File: src/rtl/dpram_fifo_ctrl_pkg.sv
// dpram_fifo_ctrl_pkg: size derivations shared by every dpram user
package dpram_fifo_ctrl_pkg;
  function automatic int fifo_depth(input int aw);
    return 1 << aw;
  endfunction
  // Room for a full RAM plus the two output-stage words.
  function automatic int level_width(input int aw);
    return aw + 2;
  endfunction
endpackage

File: src/rtl/dpram_fifo_ctrl_if.sv
// dpram_fifo_ctrl_if: write/read handshakes and status of the FIFO controller
interface dpram_fifo_ctrl_if #(parameter int DATA_WIDTH = 16, parameter int ADDRESS_WIDTH = 5);
  import dpram_fifo_ctrl_pkg::*;
  localparam int LW = level_width(ADDRESS_WIDTH);
  logic s_valid, s_ready, m_valid, m_ready, full, empty;
  logic [DATA_WIDTH-1:0] s_data, m_data;
  logic [LW-1:0] level;
  modport master(output s_valid, s_data, m_ready, input s_ready, m_valid, m_data, level, full, empty);
  modport slave(input s_valid, s_data, m_ready, output s_ready, m_valid, m_data, level, full, empty);
endinterface

File: src/rtl/dpram_fifo_ctrl_dpram.sv
// dpram: simple dual-port RAM, write on port A, registered 1-cycle read on port B
module dpram #(
  parameter int DATA_WIDTH = 16,
  parameter int ADDRESS_WIDTH = 5
) (
  input  logic                     clka,
  input  logic                     wea,
  input  logic [ADDRESS_WIDTH-1:0] addra,
  input  logic [DATA_WIDTH-1:0]    dina,
  input  logic                     clkb,
  input  logic                     reb,
  input  logic [ADDRESS_WIDTH-1:0] addrb,
  output logic [DATA_WIDTH-1:0]    doutb
);
  import dpram_fifo_ctrl_pkg::*;
  logic [DATA_WIDTH-1:0] mem [fifo_depth(ADDRESS_WIDTH)];
  always_ff @(posedge clka) begin
    if (wea) mem[addra] <= dina;
  end
  always_ff @(posedge clkb) begin
    if (reb) doutb <= mem[addrb];
  end
endmodule

File: src/rtl/dpram_fifo_ctrl.sv
// dpram_fifo_ctrl: FIFO over a 1-cycle-latency dpram, read latency hidden by a
// main + skid output stage so one push and one pop per cycle are sustained.
module dpram_fifo_ctrl #(
  parameter int DATA_WIDTH = 16,
  parameter int ADDRESS_WIDTH = 5
) (
  input logic              clk,
  input logic              rst,
  dpram_fifo_ctrl_if.slave bus
);
  import dpram_fifo_ctrl_pkg::*;
  localparam int DEPTH = fifo_depth(ADDRESS_WIDTH);
  localparam int LW = level_width(ADDRESS_WIDTH);
  typedef logic [ADDRESS_WIDTH-1:0] ptr_t;
  typedef logic [ADDRESS_WIDTH:0] cnt_t;
  typedef logic [LW-1:0] lvl_t;
  typedef logic [DATA_WIDTH-1:0] data_t;
  localparam cnt_t FULL_CNT = cnt_t'(DEPTH);
  ptr_t wr_ptr, rd_ptr;
  cnt_t ram_cnt, ram_cnt_nxt;
  lvl_t lvl;
  data_t m_data_q, skid_data, doutb;
  logic s_ready_q, s_ready, inflight, m_valid_q, skid_valid, push, pop, issue, main_free;
  assign s_ready = s_ready_q && !rst;
  assign push = bus.s_valid && s_ready;
  assign pop = m_valid_q && bus.m_ready;
  assign main_free = !m_valid_q || pop;
  // Issue only while the returning word is guaranteed a free output-stage slot.
  assign issue = (ram_cnt != '0) && (2'(m_valid_q) + 2'(skid_valid) + 2'(inflight) - 2'(pop) < 2'd2);
  assign ram_cnt_nxt = ram_cnt + cnt_t'(push) - cnt_t'(issue);
  assign lvl = lvl_t'(ram_cnt) + lvl_t'(inflight) + lvl_t'(m_valid_q) + lvl_t'(skid_valid);
  always_ff @(posedge clk) begin
    if (rst) begin
      wr_ptr <= '0;
      rd_ptr <= '0;
      ram_cnt <= '0;
      s_ready_q <= 1'b1;
      inflight <= 1'b0;
      m_valid_q <= 1'b0;
      m_data_q <= '0;
      skid_valid <= 1'b0;
    end else begin
      wr_ptr <= wr_ptr + ptr_t'(push);
      rd_ptr <= rd_ptr + ptr_t'(issue);
      ram_cnt <= ram_cnt_nxt;
      s_ready_q <= ram_cnt_nxt != FULL_CNT;
      inflight <= issue;
      m_valid_q <= main_free ? skid_valid || inflight : 1'b1;
      m_data_q <= main_free && skid_valid ? skid_data : main_free && inflight ? doutb : m_data_q;
      skid_valid <= main_free ? skid_valid && inflight : skid_valid || inflight;
    end
  end
  always_ff @(posedge clk) begin
    if (inflight && (!main_free || skid_valid)) skid_data <= doutb;
  end
  dpram #(.DATA_WIDTH(DATA_WIDTH), .ADDRESS_WIDTH(ADDRESS_WIDTH)) u_ram (
    .clka(clk), .wea(push), .addra(wr_ptr), .dina(bus.s_data),
    .clkb(clk), .reb(issue), .addrb(rd_ptr), .doutb(doutb)
  );
  assign bus.s_ready = s_ready;
  assign bus.m_valid = m_valid_q;
  assign bus.m_data = m_data_q;
  assign bus.level = lvl;
  assign bus.full = ram_cnt == FULL_CNT;
  assign bus.empty = lvl == '0;
endmodule

File: src/flat_wrapper.sv
// flat-port wrapper written by rule: the top's interface ports become plain ports
module dpram_fifo_ctrl_flat import dpram_fifo_ctrl_pkg::*;
#(
  parameter int DATA_WIDTH = 16,
  parameter int ADDRESS_WIDTH = 5
)
  (clk, rst, bus_s_valid, bus_s_data, bus_m_ready, bus_s_ready, bus_m_valid, bus_m_data, bus_level, bus_full, bus_empty);
  dpram_fifo_ctrl_if #(.DATA_WIDTH(DATA_WIDTH), .ADDRESS_WIDTH(ADDRESS_WIDTH)) bus_i ();
  input logic clk;
  input logic rst;
  input wire logic [$bits(bus_i.s_valid)-1:0] bus_s_valid;
  input wire logic [$bits(bus_i.s_data)-1:0] bus_s_data;
  input wire logic [$bits(bus_i.m_ready)-1:0] bus_m_ready;
  output wire logic [$bits(bus_i.s_ready)-1:0] bus_s_ready;
  output wire logic [$bits(bus_i.m_valid)-1:0] bus_m_valid;
  output wire logic [$bits(bus_i.m_data)-1:0] bus_m_data;
  output wire logic [$bits(bus_i.level)-1:0] bus_level;
  output wire logic [$bits(bus_i.full)-1:0] bus_full;
  output wire logic [$bits(bus_i.empty)-1:0] bus_empty;
  assign bus_i.s_valid = bus_s_valid;
  assign bus_i.s_data = bus_s_data;
  assign bus_i.m_ready = bus_m_ready;
  assign bus_s_ready = bus_i.s_ready;
  assign bus_m_valid = bus_i.m_valid;
  assign bus_m_data = bus_i.m_data;
  assign bus_level = bus_i.level;
  assign bus_full = bus_i.full;
  assign bus_empty = bus_i.empty;
  dpram_fifo_ctrl #(.DATA_WIDTH(DATA_WIDTH), .ADDRESS_WIDTH(ADDRESS_WIDTH)) u_core (.clk(clk), .rst(rst), .bus(bus_i));
endmodule
File: config.mk
export PLATFORM = sky130hd
export DESIGN_NAME = dpram_fifo_ctrl_flat
export DESIGN_NICKNAME = d
export VERILOG_FILES = /design/src/rtl/dpram_fifo_ctrl_pkg.sv /design/src/rtl/dpram_fifo_ctrl_if.sv /design/src/rtl/dpram_fifo_ctrl_dpram.sv /design/src/rtl/dpram_fifo_ctrl.sv /design/src/flat_wrapper.sv
export SDC_FILE = /design/constraint.sdc
export NUM_CORES = 1
export LEC_CHECK = 0
export ABC_CLOCK_PERIOD_IN_PS = 5500
export BUFFER_PORTS_ARGS = -buffer_cell sky130_fd_sc_hd__buf_2
export CORE_MARGIN = 1
export CORE_UTILIZATION = 35
export CTS_CLUSTER_SIZE = 12
export DETAILED_ROUTE_END_ITERATION = 8
export SKIP_CTS_REPAIR_TIMING = 1
export SYNTH_ARGS = -nofsm -noshare
export SYNTH_HDL_FRONTEND = slang
export SYNTH_SLANG_ARGS = --single-unit
File: constraint.sdc
create_clock -name clk -period 5.5 [get_ports clk]
set_input_delay 0.55 -clock clk [delete_from_list [all_inputs] [get_ports clk]]
set_output_delay 0.55 -clock clk [all_outputs]
set_load 0.05 [all_outputs]
==> results of run 1 <==
[cell usage after synthesis (all sizes together) (4+ instances only)]
cell     instances  area share (%)
clkbuf          39            0.65
nand2           21            0.35
o221ai          16            0.62
mux2i           66             2.9
a2111oi         17            0.67
nor2            69             1.1
dfxtp           36             3.2
ha              20             1.1
xnor2            8            0.31
a311oi          12            0.49
xor2             7            0.27
edfxtp         544              72
nor4            17            0.47
nor2b           61             1.7
a21oi           22            0.49
a22oi           15            0.50
nand3           19            0.44
o22ai           20            0.55
a211oi          52             1.7
mux4            79             7.8
inv             12            0.20
nand3b           4            0.13
buf             35             1.2
[worst reg2reg max path, delay by kind of cell, from the launching register on]
kind            cells  cell delay [ns]
compound gates      4             0.61
simple gates        4             0.62
fa+ha+maj           4             1.15
flops               1             0.39
xor+xnor            2             0.32
buf+inv             4             0.49
[cell usage in the layout, fill, tap and decap left out, types with 17 or more instances in the layout]
| cell type | netlist | final |
|---|---|---|
| clkbuf_1 | 39 | 22 |
| nand2_1 | 21 | 21 |
| nor2_1 | 69 | 69 |
| buf_4 | 8 | 43 |
| nor4_1 | 17 | 17 |
| ha_1 | 20 | 20 |
| o22ai_1 | 20 | 20 |
| a21oi_1 | 22 | 22 |
| mux2i_1 | 66 | 66 |
| dfxtp_1 | 36 | 34 |
| buf_2 | 11 | 46 |
| clkbuf_16 | 0 | 59 |
| a211oi_1 | 52 | 52 |
| mux4_2 | 79 | 79 |
| nand3_1 | 18 | 18 |
| edfxtp_1 | 544 | 544 |
| nor2b_1 | 61 | 59 |
[area by class of cell]
| class | instances | area, um2 |
|---|---|---|
| well taps | 846 | 1060 |
| flip-flops and latches | 580 | 17100 |
| fillers | 5694 | 37900 |
| multi-input cells | 553 | 5180 |
| diodes | 1 | 2.50 |
| repair buffers | 92 | 613 |
| inverters | 12 | 45.0 |
| clock buffers | 86 | 1630 |
| clock inverters | 15 | 92.6 |
[state kept, by name, summed over array words and instances, names as in the netlist]
signal,flops
u_core.u_ram.mem,512
u_core.bus.m_data,16
u_core.skid_data,16
u_core.u_ram.doutb,16
u_core.ram_cnt,6
u_core.rd_ptr,5
u_core.wr_ptr,5
u_core.bus.m_valid,1
u_core.inflight,1
u_core.s_ready_q,1
u_core.skid_valid,1
[per-layer routing]
metal	vias up	wire, um	share of wire [%]	GRT usage [%]
met4	6	956	1.9	3.74
met3	69	3310	6.5	3.97
met1	5921	22300	44	20.8
met2	332	24000	47	24.7
li1	5088	-	-	-
met5	-	35	0.069	0
[power breakdown]
group | internal [uW] | switching (uW)
logic | 937 | 1420
clock network | 2070 | 1560
registers | 5060 | 215
total | 8070 | 3190
[kinds of logic (layout without fill, tap and decap cells)]
family | after synthesis | after routing | synth area share [%]
AO/OA/AOI/OAI | 162 | 162 | 5.31
XOR/XNOR | 15 | 15 | 0.579
adder cells (fa/ha/maj) | 23 | 23 | 1.37
buffers and inverters | 86 | 205 | 2.00
flip-flops | 580 | 580 | 75.2
multiplexers | 146 | 146 | 10.8
other | 0 | 1 | 0
AND/OR/NAND/NOR | 207 | 207 | 4.70
[final timing paths]
kind	slack [ns]	endpoint	from
max	1.38	bus_empty	u_core.skid_valid
min	0.46	u_core.skid_data[3]	u_core.u_ram.doutb[3]
max reg2reg	1.80	u_core.s_ready_q	u_core.inflight
min reg2reg	0.46	u_core.skid_data[3]	u_core.u_ram.doutb[3]
[per-stage QoR]
| stage | power [uW] | cells | hold slack [ns] | utilization, % |
|---|---|---|---|---|
| 5_1_grt | 11700 | 2184 | 0.472 | 40.4 |
| 3_5_place_dp | 7750 | 2083 | 0.448 | 37.7 |
| 4_1_cts | 11400 | 2184 | 0.448 | 40.4 |
| 2_1_floorplan | 7140 | 1219 | 0.426 | - |
| 6_report | 11300 | 2185 | 0.458 | 40.4 |
| 3_3_place_gp | 7720 | 2083 | 0.441 | 37.7 |
==> impl_results.rst, run 1 <==
.. list-table::
   :header-rows: 1

   * - Metric
     - Value
   * - Reg2reg path depth
     - 18
   * - Die X
     - 257 um
   * - CP required
     - 4.95 ns
   * - Total Nets Final
     - 1340
   * - Number of global-route vias before repair
     - 11.6k
   * - Number of warnings issued by yosys
     - 0
   * - Overflow left after global routing
     - 0
   * - Number of antenna violations at the first check in global routing
     - 3
   * - Worst min path class
     - reg2reg
   * - Residual DRC
     - 0
   * - Final setup violation count
     - 0
   * - Worst setup slack before clock tree synthesis
     - 1.56 ns
   * - Largest buffer count on any clock path
     - 3
   * - Actual slew at the worst max-slew pin
     - 1.11 ns
   * - Relative slew slack
     - 25.5%
   * - Detailed Route WL
     - 50600 um
   * - Cell depth of the worst hold path
     - 0
   * - Type of element launching the critical path
     - register
   * - Synthesized netlist cell count
     - 1219
   * - Share of synthesized registers carrying an async set or reset
     - 0%
   * - Post-Synthesis Cell Area
     - 0.0227 mm2
   * - Critical path class
     - reg2out
   * - Initial cell density of the core
     - 35.7%
   * - Wire length of the first global-routing pass
     - 75100 um
   * - Final count of hold timing violations
     - 0
   * - Max IR drop VDD
     - 0.273 mV
   * - Total clock buffers created by CTS
     - 58
   * - Number of detailed-routing iterations run before antenna repair
     - 4
   * - Ratio of cells with drive above 1 in the final layout
     - 18.9%
   * - Clock latency on the worst-skew pair
     - 0.61 ns
   * - Number of enable flip-flop cells after synthesis
     - 544
   * - H-tree depth reported by CTS
     - 2
   * - Maximum number of pins on one net before global-route repair
     - 75
   * - Placed Area
     - 0.0240 mm2
   * - Endpoint class of the critical path
     - primary output
   * - Seq cells post-synth
     - 580
   * - Setup repair after global routing missed its margin
     - no
   * - Number of sinks handled by clock tree synthesis
     - 580
   * - Net count after synthesis
     - 1262
   * - Primary flip-flop cell chosen by synthesis mapping
     - edfxtp_1
   * - PwrDens
     - 439 mW/mm2
   * - Core area
     - 0.0635 mm2
   * - Post-Route Skew
     - 0.0283 ns
   * - Total of buffers placed on input and output ports
     - 46
   * - Routed length per instance
     - 23.1 um
   * - Setup Total Neg Slack
     - 0 ns
   * - Minimum setup slack in the final design
     - 1.38 ns
   * - Number of pins exceeding their max-slew limit in the final report
     - 0
   * - Number of core rows
     - 92
   * - Final HPWL DP
     - 29300 um
   * - Layout area overhead
     - 13.3%
   * - WP depth
     - 7
   * - Cells traversed along the worst timing path
     - fa_1 > ha_1 > fa_1 > and3_1 > or4_1 > nor4_1 > buf_2
   * - GRT Resource Usage Total
     - 15.4%
   * - Most Frequent Cell on Critical Path
     - fa_1
   * - Critical-path top delay cell
     - dfxtp_1
   * - Total via count after detailed routing
     - 11.4k
   * - Mean instance size in the synthesized netlist
     - 18.6 um2
   * - Share of the clock period used by the worst path after layout
     - 74.9%
   * - Buf/Inv on CP
     - 1
   * - Total I/O pin count
     - 47
   * - Leakage
     - 0.00808 uW
   * - Violation count after the first detailed-route iteration
     - 1008
   * - Sequential element share of the synthesized area
     - 75.2%
   * - Largest stage delay on the critical path
     - 0.66 ns
   * - Arrival time at the worst endpoint
     - 3.57 ns
   * - TritonCTS clock tree
     - yes
   * - Remaining antenna violation count after routing
     - 0
   * - Vias per cell
     - 5.22
   * - Final Cell Area
     - 0.0257 mm2
   * - Max Clock Freq
     - 243 MHz
   * - Die area
     - 0.0658 mm2
   * - Vert. Die Dim
     - 257 um
   * - Maximum Capacitance Violations
     - 0
   * - Maximum fanout encountered on the critical timing path
     - 16
   * - Crit path max-delay family
     - adder cells
   * - Weighted congestion reported at the end of routability-driven placement
     - 0.785
   * - Outcome
     - completed
   * - Synth unique cells
     - 51
   * - Clock Root Buffer
     - clkbuf_16
   * - Crit path time final
     - 4.12 ns
   * - Clock slew seen by the registers of the worst setup and hold paths
     - 0.06 ns
(Power assumes the default switching activity.)
==> inputs of run 2 (changes only) <==
--- a/config.mk
+++ b/config.mk
@@ -5,7 +5,7 @@
 export SDC_FILE = /design/constraint.sdc
 export NUM_CORES = 1
 export LEC_CHECK = 0
-export ABC_CLOCK_PERIOD_IN_PS = 5500
+export ABC_CLOCK_PERIOD_IN_PS = 3900
 export BUFFER_PORTS_ARGS = -buffer_cell sky130_fd_sc_hd__buf_2
 export CORE_MARGIN = 1
 export CORE_UTILIZATION = 35
==> constraint.sdc (replaced) <==
create_clock -name clk -period 3.9 [get_ports clk]
set_input_delay 0.39 -clock clk [delete_from_list [all_inputs] [get_ports clk]]
set_output_delay 0.39 -clock clk [all_outputs]
set_load 0.05 [all_outputs]
==> impl_results.rst, run 2 (synthesis gave the netlist of run 1 again) <==
.. list-table::
   :header-rows: 1

   * - Metric
     - Value
   * - Initial cell density of the core
     - 35.7% (unchanged)
   * - Violation count after the first detailed-route iteration
     - 992 (-1.6%)
   * - Reg2Reg Setup Slack
     - 0.44 ns (-1.36 ns)
   * - Crit Reg-Reg Startpoint
     - u_core.inflight
   * - Remaining antenna violation count after routing
     - 0 (unchanged)
   * - Setup Total Neg Slack
     - 0 ns (unchanged)
   * - Clock Root Buffer
     - clkbuf_16
   * - Combinational group share of total power
     - 21.5% (+0.6 points)
   * - Number of sinks handled by clock tree synthesis
     - 580 (unchanged)
   * - Reg2reg path depth
     - 17 (-1)
   * - Final Power
     - 15900 uW (+41%)
   * - Total clock buffers created by CTS
     - 57 (-1.7%)
   * - Net switching power
     - 4540 uW (+42%)
   * - Die X
     - 257 um (unchanged)
   * - Maximum fanout encountered on the critical timing path
     - 5 (-11)
   * - Final setup violation count
     - 0 (unchanged)
   * - Final count of hold timing violations
     - 0 (unchanged)
   * - PwrDens
     - 617 mW/mm2 (+41%)
   * - Relative contribution of sequential cells to total power
     - 46.6% (-0.3 points)
   * - Placed Area
     - 0.0241 mm2 (+0.39%)
   * - Vias per cell
     - 5.30 (+1.4%)
   * - Detailed Route WL
     - 50400 um (-0.37%)
   * - H-tree depth reported by CTS
     - 2 (unchanged)
   * - Cells after DPL
     - 2092 (+0.43%)
   * - Setup repair after global routing missed its margin
     - no
   * - CP required
     - 3.51 ns (-1.44 ns)
   * - Total of buffers placed on input and output ports
     - 46 (unchanged)
   * - Residual DRC
     - 0 (unchanged)
   * - Max reg flops
     - 512 (unchanged)
   * - Critical path origin
     - u_core.bus.m_valid
   * - Leakage
     - 0.00810 uW (+0.29%)
   * - Layout area overhead
     - 13.5%
   * - Switching share of power
     - 28.6% (+0.27 points)
   * - Cell internal pwr
     - 11300 uW (+40%)
   * - Final HPWL DP
     - 29700 um (+1.4%)
   * - Area of combinational cells with multiple inputs
     - 0.00519 mm2 (+0.24%)
   * - Met1 Track Usage GR
     - 21.9% (+1.1 points)
   * - Vert. Die Dim
     - 257 um (unchanged)
   * - Relative slew slack
     - 32.0% (+6.4 points)
   * - Total I/O pin count
     - 47 (unchanged)
   * - Diodes inserted
     - 0 (-1)
   * - Outcome
     - completed
   * - Routed length per instance
     - 23.0 um (-0.42%)
   * - Final Cell Area
     - 0.0257 mm2 (+0.18%)
   * - Total via count after detailed routing
     - 11.6k (+1.5%)
   * - Ratio of cells with drive above 1 in the final layout
     - 19.4% (+0.49 points)
   * - GRT Resource Usage Total
     - 15.3% (-0.10 points)
   * - Commonest non-fill, non-tap cells in the layout
     - 544 x edfxtp_1, 79 x mux4_2, 69 x nor2_1
   * - Most used routing layer in global routing
     - met2
   * - Critical path class
     - reg2out
   * - Fill cell instance count of the final layout
     - 5726 (+0.56%)
   * - Most flops, register
     - u_core.u_ram.mem
   * - Total Nets Final
     - 1348 (+0.60%)
   * - Number of antenna violations at the first check in global routing
     - 0 (-3)
   * - Maximum Capacitance Violations
     - 0 (unchanged)
   * - Cell depth of the worst hold path
     - 1 (+1)
   * - Number of global-route vias before repair
     - 11.4k (-1.7%)
   * - R2R Path End
     - u_core.s_ready_q
   * - Largest buffer count on any clock path
     - 3 (unchanged)
   * - Share of the clock period used by the worst path after layout
     - 91.9%
   * - Endpoint class of the critical path
     - primary output
   * - Max IR drop VDD
     - 0.345 mV (+26%)
   * - Proportion of power drawn by the clock network
     - 31.9% (-0.3 points)
   * - Actual slew at the worst max-slew pin
     - 1.01 ns (-0.0956 ns)
   * - Global-route track usage on met2
     - 24.4% (-0.29 points)
   * - Number of core rows
     - 92 (unchanged)
   * - Die area
     - 0.0658 mm2 (unchanged)
   * - Clock latency on the worst-skew pair
     - 0.61 ns (about the same)
   * - Weighted congestion reported at the end of routability-driven placement
     - 0.756 (-3.7%)
   * - GRT met3 Usage
     - 2.45% (-1.5 points)
   * - Overflow left after global routing
     - 0 (unchanged)
   * - Max Clock Freq
     - 279 MHz
   * - Most common library cell in the layout ignoring fill and taps
     - edfxtp_1
   * - Worst min path class
     - in2reg
   * - Core area
     - 0.0635 mm2 (unchanged)
   * - End of the critical path
     - bus_empty
   * - Register cell area after layout
     - 0.0171 mm2 (unchanged)
   * - Wire length of the first global-routing pass
     - 74800 um (-0.40%)
   * - Count of non-filler cells in the finished layout
     - 2186 (+0.046%)
   * - Crit path time final
     - 3.58 ns
   * - TritonCTS clock tree
     - yes
   * - Post-Route Skew
     - 0.0239 ns (-0.00445 ns)
   * - Arrival time at the worst endpoint
     - 3.19 ns (-0.38 ns)
   * - Number of pins exceeding their max-slew limit in the final report
     - 0 (unchanged)
   * - Clock slew seen by the registers of the worst setup and hold paths
     - 0.06 ns (about the same)
   * - Maximum number of pins on one net before global-route repair
     - 79 (+5.3%)
   * - Number of detailed-routing iterations run before antenna repair
     - 7 (+3)
   * - Type of element launching the critical path
     - register
## run 2: cell types whose count changed in the layout (fill, tap and decap cells not counted), moves of 2 or more
| cell | change |
|---|---|
| buf_4 | +8 |
| clkinv_1 | -6 |
| clkinv_2 | -3 |
| clkbuf_16 | -2 |
| clkinv_8 | +2 |
## run 2: layout make-up
cell class	instances	area share, %
Multi-Input combinational cell	553	20.2
Sequential cell	580	66.3
Tap cell	846	4.11
Timing Repair Buffer	101	2.69
Clock inverter	9	0.374
Inverter	12	0.175
Clock buffer	85	6.15
## run 2: metal layers
layer | vias to the layer above | share of wire [%]
li1 | 5103 | -
met1 | 6103 | 45
met2 | 315 | 48
met3 | 62 | 5.2
met4 | 0 | 1.6
met5 | - | 0
## run 2: power groups by stage
| stage | registers [uW] | clock network, uW | logic (uW) |
|---|---|---|---|
| final | 7390 | 5060 | 3420 |
| after global routing | 7430 | 5390 | 3700 |
| after CTS | 7400 | 5170 | 3470 |
| after detailed placement | 7530 | 0 | 3470 |
| after global placement | 7520 | 0 | 3440 |
| after floorplan | 7620 | 0 | 2480 |
## run 2: stage by stage
stage,setup WS (ns),utilization (%),hold WS [ns]
global placement,0.416,37.9,0.442
CTS,0.259,40.5,0.283
global route,0.0626,40.5,0.317
finish,0.317,40.5,0.317
detailed placement,0.347,37.9,0.438
floorplan,-0.0672,-,0.426
## run 2: how the worst min path moves through the flow
stage | from | to
finish | bus_s_data[7] | u_core.u_ram.mem[27][7]
detailed placement | u_core.u_ram.doutb[15] | u_core.skid_data[15]
global route | rst | u_core.ram_cnt[1]
floorplan | u_core.u_ram.doutb[0] | u_core.skid_data[0]
CTS | rst | u_core.ram_cnt[2]
global placement | u_core.u_ram.doutb[15] | u_core.skid_data[15]
## run 2: worst max-delay path, cell delays in order, from the launching register on
cell and delay [ns]:
dfxtp_1 0.42, fa_1 0.42, ha_1 0.22, fa_1 0.44
and3_1 0.17, or4_1 0.48, nor4_2 0.13, buf_2 0.30
==> inputs of run 3 (changes only) <==
--- a/config.mk
+++ b/config.mk
@@ -11,6 +11,7 @@
 export CORE_UTILIZATION = 35
 export CTS_CLUSTER_SIZE = 12
 export DETAILED_ROUTE_END_ITERATION = 8
+export MAX_ROUTING_LAYER = met4
 export SKIP_CTS_REPAIR_TIMING = 1
 export SYNTH_ARGS = -nofsm -noshare
 export SYNTH_HDL_FRONTEND = slang
==> impl_results.rst, run 3 (synthesis gave the netlist of run 1 again) <==
.. list-table::
   :header-rows: 1

   * - Metric
     - Value
   * - Die area
     - 0.0658 mm2 (unchanged)
   * - Total of buffers placed on input and output ports
     - 46 (unchanged)
   * - Layout area overhead
     - 13.5% (unchanged)
   * - Endpoint class of the critical path
     - primary output
   * - Wire length of the first global-routing pass
     - 74900 um (about the same)
   * - Maximum fanout encountered on the critical timing path
     - 5 (unchanged)
   * - Setup repair after global routing missed its margin
     - no
   * - Total I/O pin count
     - 47 (unchanged)
   * - Total clock buffers created by CTS
     - 57 (unchanged)
   * - Actual slew at the worst max-slew pin
     - 1.01 ns (-0.00307 ns)
   * - CP required
     - 3.51 ns (about the same)
   * - Setup Total Neg Slack
     - 0 ns (unchanged)
   * - Maximum Capacitance Violations
     - 0 (unchanged)
   * - Post-Route Skew
     - 0.0236 ns (-0.000239 ns)
   * - End-of-flow core utilization
     - 40.5% (unchanged)
   * - Clock latency on the worst-skew pair
     - 0.62 ns (about the same)
   * - Number of core rows
     - 92 (unchanged)
   * - Worst min path class
     - in2reg
   * - Number of sinks handled by clock tree synthesis
     - 580 (unchanged)
   * - Max reg flops
     - 512 (unchanged)
   * - H-tree depth reported by CTS
     - 2 (unchanged)
   * - Routed length per instance
     - 23.1 um (+0.19%)
   * - Remaining antenna violation count after routing
     - 0 (unchanged)
   * - Number of global-route vias before repair
     - 11.4k (-0.17%)
   * - GRT Resource Usage Total
     - 15.7% (+0.49 points)
   * - Most flops, register
     - u_core.u_ram.mem
   * - Core area
     - 0.0635 mm2 (unchanged)
   * - Max Clock Freq
     - 279 MHz (about the same)
   * - Final setup violation count
     - 0 (unchanged)
   * - Number of antenna violations at the first check in global routing
     - 0 (unchanged)
   * - Worst setup slack before clock tree synthesis
     - 0.347 ns (unchanged)
   * - Total Nets Final
     - 1348 (unchanged)
   * - Violation count after the first detailed-route iteration
     - 1097 (+11%)
   * - Initial cell density of the core
     - 35.7% (unchanged)
   * - Most common library cell in the layout ignoring fill and taps
     - edfxtp_1
   * - Number of pins exceeding their max-slew limit in the final report
     - 0 (unchanged)
   * - Total via count after detailed routing
     - 11.6k (-0.21%)
   * - Clock Root Buffer
     - clkbuf_16
   * - Crit Reg-Reg Startpoint
     - u_core.inflight
   * - Arrival time at the worst endpoint
     - 3.19 ns (about the same)
   * - Number of detailed-routing iterations run before antenna repair
     - 5 (-2)
   * - Largest buffer count on any clock path
     - 3 (unchanged)
   * - Residual DRC
     - 0 (unchanged)
   * - Maximum number of pins on one net before global-route repair
     - 79 (unchanged)
   * - Share of the clock period used by the worst path after layout
     - 91.9% (about the same)
   * - Type of element launching the critical path
     - register
   * - Die X
     - 257 um (unchanged)
   * - Weighted congestion reported at the end of routability-driven placement
     - 0.766 (+1.3%)
   * - Minimum setup slack in the final design
     - 0.316 ns (-0.00114 ns)
   * - TritonCTS clock tree
     - yes
   * - Max IR drop VDD
     - 0.345 mV (-0.16%)
   * - Final HPWL DP
     - 29700 um (unchanged)
   * - Diodes inserted
     - 0 (unchanged)
   * - Hold path start
     - bus_s_data[7]
   * - Vias per cell
     - 5.29 (-0.21%)
   * - Leakage
     - 0.00810 uW (unchanged)
   * - Vert. Die Dim
     - 257 um (unchanged)
   * - Commonest non-fill, non-tap cells in the layout
     - 544 x edfxtp_1, 79 x mux4_2, 69 x nor2_1
   * - Outcome
     - completed
   * - Fill cell instance count of the final layout
     - 5726 (unchanged)
   * - Relative slew slack
     - 32.2% (+0.21 points)
   * - Clock slew seen by the registers of the worst setup and hold paths
     - 0.06 ns (about the same)
   * - Crit path time final
     - 3.58 ns (+0.00114 ns)
   * - Critical path origin
     - u_core.bus.m_valid
   * - Ratio of cells with drive above 1 in the final layout
     - 19.4% (unchanged)
   * - Final count of hold timing violations
     - 0 (unchanged)
   * - Overflow left after global routing
     - 0 (unchanged)
   * - Detailed Route WL
     - 50500 um (+0.19%)
   * - Critical path class
     - reg2out
   * - PwrDens
     - 617 mW/mm2 (about the same)
## run 3: worst paths after layout
check	endpoint	slack [ns]	depth (start not counted)
min reg2reg	u_core.skid_data[15]	0.45	0
min	u_core.u_ram.mem[27][7]	0.32	1
max reg2reg	u_core.s_ready_q	0.43	17
max	bus_empty	0.32	7
## run 3: per-layer routing
layer | part of all wire [%] | wire length (um) | vias up | track usage [%]
li1 | - | - | 5102 | -
met5 | 0 | 0 | - | -
met2 | 48 | 24100 | 315 | 24.4
met1 | 45 | 22800 | 6082 | 21.9
met3 | 5.6 | 2810 | 60 | 2.44
met4 | 1.5 | 769 | 0 | 3.49
## run 3: report_power, final
group / total [uW] / internal (uW) / leakage (uW) / switching (uW)
sequential: 7390 / 7140 / 0.00521 / 250
clock: 5060 / 2840 / 0.000811 / 2220
combinational: 3420 / 1340 / 0.00208 / 2080
total: 15900 / 11300 / 0.00810 / 4550
## run 3: area by class of cell
cell class,instances,area (um2),area share [%]
Clock buffer,85,1580,6.15
Clock inverter,9,96.3,0.374
Inverter,12,45.0,0.175
Multi-Input combinational cell,553,5190,20.2
Sequential cell,580,17100,66.3
Tap cell,846,1060,4.11
Timing Repair Buffer,101,693,2.69
## run 3: critical path, cell delays in order, from the launching register on
cell and delay (ns):
dfxtp_1 0.42, fa_1 0.42, ha_1 0.22, fa_1 0.44
and3_1 0.17, or4_1 0.48, nor4_2 0.13, buf_2 0.30
## run 3: metrics by stage
step           std cells  area, um2  hold WS (ns)  total power, uW
2_1_floorplan       1219      22700         0.426            10100
3_3_place_gp        2092      24100         0.442            11000
3_5_place_dp        2092      24100         0.438            11000
4_1_cts             2186      25700         0.283            16000
5_1_grt             2186      25700         0.314            16500
6_report            2186      25700         0.319            15900
